===== src/rtl/sf_anim_pkg.sv =====
// Shared types and constants for the fighter animation sequencer.
package sf_anim_pkg;

  typedef enum logic [3:0] {
    ST_IDLE,
    ST_WALK_A,
    ST_WALK_B,
    ST_P_WIND,
    ST_P_EXT,
    ST_P_REC,
    ST_K_WIND,
    ST_K_EXT,
    ST_HIT
  } anim_state_t;

  localparam logic [2:0] SPR_IDLE   = 3'd0;
  localparam logic [2:0] SPR_WALK_A = 3'd1;
  localparam logic [2:0] SPR_WALK_B = 3'd2;
  localparam logic [2:0] SPR_WIND_P = 3'd3;
  localparam logic [2:0] SPR_EXT_P  = 3'd4;
  localparam logic [2:0] SPR_WIND_K = 3'd5;
  localparam logic [2:0] SPR_EXT_K  = 3'd6;
  localparam logic [2:0] SPR_HIT    = 3'd7;

  localparam logic [1:0] ACT_IDLE  = 2'd0;
  localparam logic [1:0] ACT_WALK  = 2'd1;
  localparam logic [1:0] ACT_PUNCH = 2'd2;
  localparam logic [1:0] ACT_KICK  = 2'd3;

  // Sprite ROM index for a state; punch recovery reuses the windup frame.
  // Also used by the color-mapper debug overlay.
  function automatic logic [2:0] state_to_sprite(input anim_state_t s);
    case (s)
      ST_IDLE:   return SPR_IDLE;
      ST_WALK_A: return SPR_WALK_A;
      ST_WALK_B: return SPR_WALK_B;
      ST_P_WIND: return SPR_WIND_P;
      ST_P_EXT:  return SPR_EXT_P;
      ST_P_REC:  return SPR_WIND_P;
      ST_K_WIND: return SPR_WIND_K;
      ST_K_EXT:  return SPR_EXT_K;
      ST_HIT:    return SPR_HIT;
      default:   return SPR_IDLE;
    endcase
  endfunction

endpackage


===== src/rtl/anim_hold_timer.sv =====
// Frame-tick hold counter: counts ticks since the last clear and flags the
// tick on which the programmed hold length is reached.
module anim_hold_timer (
  input  logic       clk,
  input  logic       rst,
  input  logic       clr,
  input  logic       tick,
  input  logic [4:0] hold,
  output logic       expire
);

  logic [4:0] count;

  // Clear wins over tick so a state entry always starts from zero.
  always_ff @(posedge clk or posedge rst) begin
    if (rst)       count <= 5'd0;
    else if (clr)  count <= 5'd0;
    else if (tick) count <= count + 5'd1;
  end

  // Expiry is qualified by tick so the state only advances on a frame tick.
  always_comb begin
    expire = tick & (count == (hold - 5'd1));
  end

endmodule


===== src/rtl/fighter_anim_ctrl.sv =====
// Per-fighter animation sequencer: accepts action commands and hits, steps
// timed animation states on frame ticks and drives the sprite ROM index plus
// the attack window/start signals used by the damage logic.
module fighter_anim_ctrl
  import sf_anim_pkg::*;
#(
  parameter int HOLD_WALK = 8,
  parameter int HOLD_WIND = 4,
  parameter int HOLD_EXT  = 6,
  parameter int HOLD_REC  = 4,
  parameter int HOLD_HIT  = 12
) (
  input  logic       Clk,
  input  logic       Reset,
  input  logic       frame_tick,
  input  logic       action_valid,
  input  logic [1:0] action_code,
  output logic       action_ready,
  input  logic       hit,
  output logic [2:0] sprite,
  output logic       attack_active,
  output logic       attack_start,
  output logic       in_hitstun
);

  anim_state_t state, state_nx;
  logic        accept;
  logic        clr;
  logic        expire;
  logic [4:0]  hold;
  logic [2:0]  sprite_d;
  logic        active_d, start_d, hitstun_d;

  // Hold length for the current state; IDLE never uses its expiry.
  always_comb begin
    case (state)
      ST_WALK_A, ST_WALK_B: hold = 5'(HOLD_WALK);
      ST_P_WIND, ST_K_WIND: hold = 5'(HOLD_WIND);
      ST_P_EXT,  ST_K_EXT:  hold = 5'(HOLD_EXT);
      ST_P_REC:             hold = 5'(HOLD_REC);
      ST_HIT:               hold = 5'(HOLD_HIT);
      default:              hold = 5'd0;
    endcase
  end

  anim_hold_timer u_timer (
    .clk    (Clk),
    .rst    (Reset),
    .clr    (clr),
    .tick   (frame_tick),
    .hold   (hold),
    .expire (expire)
  );

  // Commands are only taken in the interruptible states and never alongside a hit.
  always_comb begin
    action_ready = ((state == ST_IDLE) || (state == ST_WALK_A) || (state == ST_WALK_B)) & ~hit;
    accept       = action_valid & action_ready;
  end

  // State register.
  always_ff @(posedge Clk or posedge Reset) begin
    if (Reset) state <= ST_IDLE;
    else       state <= state_nx;
  end

  // Next-state logic: hit first, then commands, then timed expiry.
  always_comb begin
    state_nx = state;
    if (hit) begin
      state_nx = ST_HIT;
    end else begin
      case (state)
        ST_IDLE, ST_WALK_A, ST_WALK_B: begin
          if (accept) begin
            case (action_code)
              ACT_IDLE:  state_nx = ST_IDLE;
              ACT_WALK:  state_nx = (state == ST_IDLE) ? ST_WALK_A : state;
              ACT_PUNCH: state_nx = ST_P_WIND;
              default:   state_nx = ST_K_WIND;
            endcase
          end else if (expire && state == ST_WALK_A) begin
            state_nx = ST_WALK_B;
          end else if (expire && state == ST_WALK_B) begin
            state_nx = ST_WALK_A;
          end
        end
        ST_P_WIND: if (expire) state_nx = ST_P_EXT;
        ST_P_EXT:  if (expire) state_nx = ST_P_REC;
        ST_P_REC:  if (expire) state_nx = ST_IDLE;
        ST_K_WIND: if (expire) state_nx = ST_K_EXT;
        ST_K_EXT:  if (expire) state_nx = ST_IDLE;
        ST_HIT:    if (expire) state_nx = ST_IDLE;
        default:   state_nx = ST_IDLE;
      endcase
    end
    // A hit re-enters HIT even from HIT, so hitstun restarts from zero.
    clr = hit | (state_nx != state);
  end

  // Output decode from the upcoming state so registered outputs track the transition edge.
  always_comb begin
    sprite_d  = state_to_sprite(state_nx);
    active_d  = (state_nx == ST_P_EXT) || (state_nx == ST_K_EXT);
    start_d   = active_d && (state_nx != state);
    hitstun_d = (state_nx == ST_HIT);
  end

  // Output registers.
  always_ff @(posedge Clk or posedge Reset) begin
    if (Reset) begin
      sprite        <= SPR_IDLE;
      attack_active <= 1'b0;
      attack_start  <= 1'b0;
      in_hitstun    <= 1'b0;
    end else begin
      sprite        <= sprite_d;
      attack_active <= active_d;
      attack_start  <= start_d;
      in_hitstun    <= hitstun_d;
    end
  end

endmodule

===== config.mk =====
export PLATFORM = sky130hd
export DESIGN_NAME = fighter_anim_ctrl
export DESIGN_NICKNAME = d
export VERILOG_FILES = /design/src/rtl/sf_anim_pkg.sv /design/src/rtl/anim_hold_timer.sv /design/src/rtl/fighter_anim_ctrl.sv
export SDC_FILE = /design/constraint.sdc
export NUM_CORES = 1
export LEC_CHECK = 0
export ABC_AREA = 0
export CORE_ASPECT_RATIO = 1.25
export CORE_MARGIN = 2
export CORE_UTILIZATION = 25
export DETAILED_ROUTE_END_ITERATION = 16
export PLACE_DENSITY = 0.47
export SYNTH_ARGS = -nofsm -noshare
export SYNTH_HDL_FRONTEND = slang
export SYNTH_SLANG_ARGS = --single-unit

===== constraint.sdc =====
create_clock -name Clk -period 5.4 [get_ports Clk]
set_input_delay 0.81 -clock Clk [delete_from_list [all_inputs] [get_ports Clk]]
set_output_delay 0.81 -clock Clk [all_outputs]
set_load 0.1 [all_outputs]

==> key figures <==
Run status
  • Status: finished, final reports clean

Pwr
  • Clock Power Share: about two fifths
  • Worst VDD drop: around 0.11 mV
  • Combinational share of power: under 10%
  • P_leak: a little under 0.6 nW
  • Share of power burned in registers: 52.1%
  • Total net switching power: a little over 0.00005 W
  • P_int: approximately 0.00017 W
  • Sw Ratio: 22.5%
  • Power Dens Cells: between 100 and 150 nW/um^2
  • Power, Total: 0.000224 W

Placed design
  • Final HPWL DP: approximately 2400 um
  • PortBufs: 13
  • Post-DP Area: about 1500 um^2
  • Gpl congestion: 0.796

Run
  • Maxcap violations: 0

Clocking
  • Skew-Pair Late Insertion Delay: ~240 ps
  • CTS tree: yes
  • Clock Sinks: 15
  • Clk pin slew, worst setup/hold paths: ~60 ps
  • CTS root buf: clkbuf_8
  • Max Root-Sink Buffers: 2
  • Hold_buf cts: 0
  • Setup Buffers After CTS: 0
  • CTS buffer count: 3
  • H-tree Lvls: 1
  • Post_cts resized: 0

STA
  • Final TNS setup: 0 ps
  • FMAX: between 200 and 250 MHz
  • Min Tclk post-route: between 4000 and 5000 ps
  • Final Slew Violations: 0
  • Finish-stage setup viols: 0
  • Period utilization: between 70% and 80%
  • Relative slew slack: 34.8%
  • Worst-Margin Slew: 975 ps
  • Clk_skew: roughly 3.3 ps
  • Final Hold Viols: 0
  • Unrepaired setup endpoints after global routing: no

Cells and area
  • Commonest cells after routing, fill and taps aside: dfrtp_1 (15), clkdlybuf4s50_1 (13), inv_1 (12)
  • Commonest non-fill, non-tap cell in the layout: dfrtp_1
  • Final nets: 171
  • Post-layout util: 30.1%
  • N_diodes: 0
  • Share of cells above drive strength 1: about 9.7%
  • Fin area: ~1500 um^2
  • Area growth syn-to-layout: 16.7%

Setup path
  • R2R cell count: 16
  • Critical Setup Path Class: reg -> reg
  • Worst Path Max Fanout: 11
  • Top delay family on crit path: simple AND/OR/NAND/NOR gates
  • Levels on crit path: 16
  • Crit path max-delay cell type: nor3_2
  • WP data arrival: between 4000 and 5000 ps
  • Worst Path Buf+Inv: 3
  • Worst setup SP type: register
  • Critical-path cell list: inv_1 > ha_1 > nand2b_1 > nand2_1 > o31ai_1 > ha_1 > xor2_1 > nand4_2 > nor3_2 > a311oi_2 > o22ai_1 > inv_1 > ha_1 > nand2_1 > inv_1 > a211o_1
  • Largest stage delay on the critical path: ~650 ps
  • Critical Path Sink Type: register
  • Critical Path RT: roughly 5500 ps

Drt
  • Routed WL: about 3100 um
  • Via count: about 1100
  • DR pass1 iterations: 4
  • Drc violations: 0
  • Remaining antenna violation count after routing: 0
  • Drt via density: ~5
  • WL per Instance: about 15 um
  • Initial DRC count: 27

Floorplanning
  • IO Pins: 14
  • Die ar.: 5810 um^2
  • Die height: 84.7 um
  • Core area: 5040 um^2
  • Initial Util: between 20 and 30%
  • Count of standard-cell rows: 29
  • Die width: a little under 70 um

Synth
  • Post-synth EDFFs: 0
  • Simple-gate area share of the yosys netlist: a little under a quarter
  • Synth Register Bits: 15
  • Post-Syn Area: approximately 1300 um^2
  • Ys async rst share: 100%
  • Synth Flop Type: dfrtp_1
  • Distinct cells, synth: 50
  • Syn Area/Cell: approximately 9.0 um^2
  • Synth Net Count: about 160
  • Xor/xnor share of the synthesized area: around 6.6%
  • Post-synthesis mux area share: 3.94%
  • Cells after synthesis: between 100 and 150
  • Sequential area share after synthesis: between 20% and 30%
  • Ys Warns: 0
  • Synth Area in Compound Gates: approximately 22%
  • Adder-Cell Fraction of Synth Area: 8.65%
  • Main combinational cell family by area after synthesis: simple AND/OR/NAND/NOR gates

Global routing
  • Total gr overflow: 0
  • Largest net degree at the start of global routing: 21
  • Vias in the first global route: approximately 1100
  • Initial antenna violation count: 0
  • GRT Resource Usage Total: 11.6%
  • Global-route wire length before repair: approximately 5300 um

Hold path
  • Hold Path Class: reg -> reg
  • Worst hold stages: 2
[cell usage after synthesis, types with 6 or more instances]
cell	instances	area share, %
nand2_1	8	2.3
ha_1	9	8.6
xor2_1	7	4.7
inv_1	12	3.5
a21oi_1	6	2.3
nor3_1	7	2.7
dfrtp_1	15	29
o21ai_0	6	2.3
nor2_1	7	2.0
[cell families (layout without fill, tap and decap cells)]
family,count (synthesis),in the layout
simple gates,51,51
compound gates,36,36
buf+inv,20,29
flops,15,15
fa+ha+maj,9,9
xor+xnor,9,9
mux,5,5
[power by group through the flow]
stage,logic [W],clock network [W],registers [W]
2_1_floorplan,0.0000110,0,0.000118
3_3_place_gp,0.0000175,0,0.000118
3_5_place_dp,0.0000181,0,0.000118
4_1_cts,0.0000184,0.0000935,0.000116
5_1_grt,0.0000200,0.000100,0.000117
6_report,0.0000181,0.0000890,0.000116
[layer usage]
layer	routed length, um	track usage, %	up-vias
met3	52	1.88	2
met1	1370	15.2	531
met4	14	2.73	0
met5	0	0	-
li1	-	-	552
met2	1700	19.5	11
[state kept, by name, summed over array words and instances, names as in the netlist]
register / cells
sprite: 3
attack_start: 1
state: 4
attack_active: 1
in_hitstun: 1
u_timer.count: 5
[final cells by class]
| class | instances | area [um^2] |
|---|---|---|
| Fill cell | 508 | 3520 |
| Multi-Input combinational cell | 110 | 846 |
| Sequential cell | 15 | 375 |
| Timing Repair Buffer | 13 | 130 |
| Tap cell | 62 | 77.6 |
| Inverter | 12 | 45.0 |
| Clock buffer | 3 | 41.3 |
| Clock inverter | 1 | 5.00 |
[worst paths after layout]
kind	to	slack [ps]	from
max in group asynchronous	state[0]	4090	Reset
min	u_timer.count[4]	650	u_timer.count[4]
min reg2reg	u_timer.count[4]	650	u_timer.count[4]
min in group asynchronous	attack_start	920	Reset
max	sprite[1]	1270	state[0]
max reg2reg	sprite[1]	1270	state[0]
[per-stage QoR]
step | hold WS [ps] | setup slack [ps] | std cells
2_1_floorplan | 587 | 1150 | 145
3_3_place_gp | 629 | 1410 | 212
3_5_place_dp | 644 | 1260 | 212
4_1_cts | 655 | 1230 | 216
5_1_grt | 666 | 875 | 216
6_report | 645 | 1270 | 216
[tightest hold or removal path: cells and delay by family, from the launching register on]
family	cells	cell delay, ps
xor gates and xnor gates	1	150
DFF	1	400
and+or+nand+nor	1	50
(Power assumes the default switching activity.)
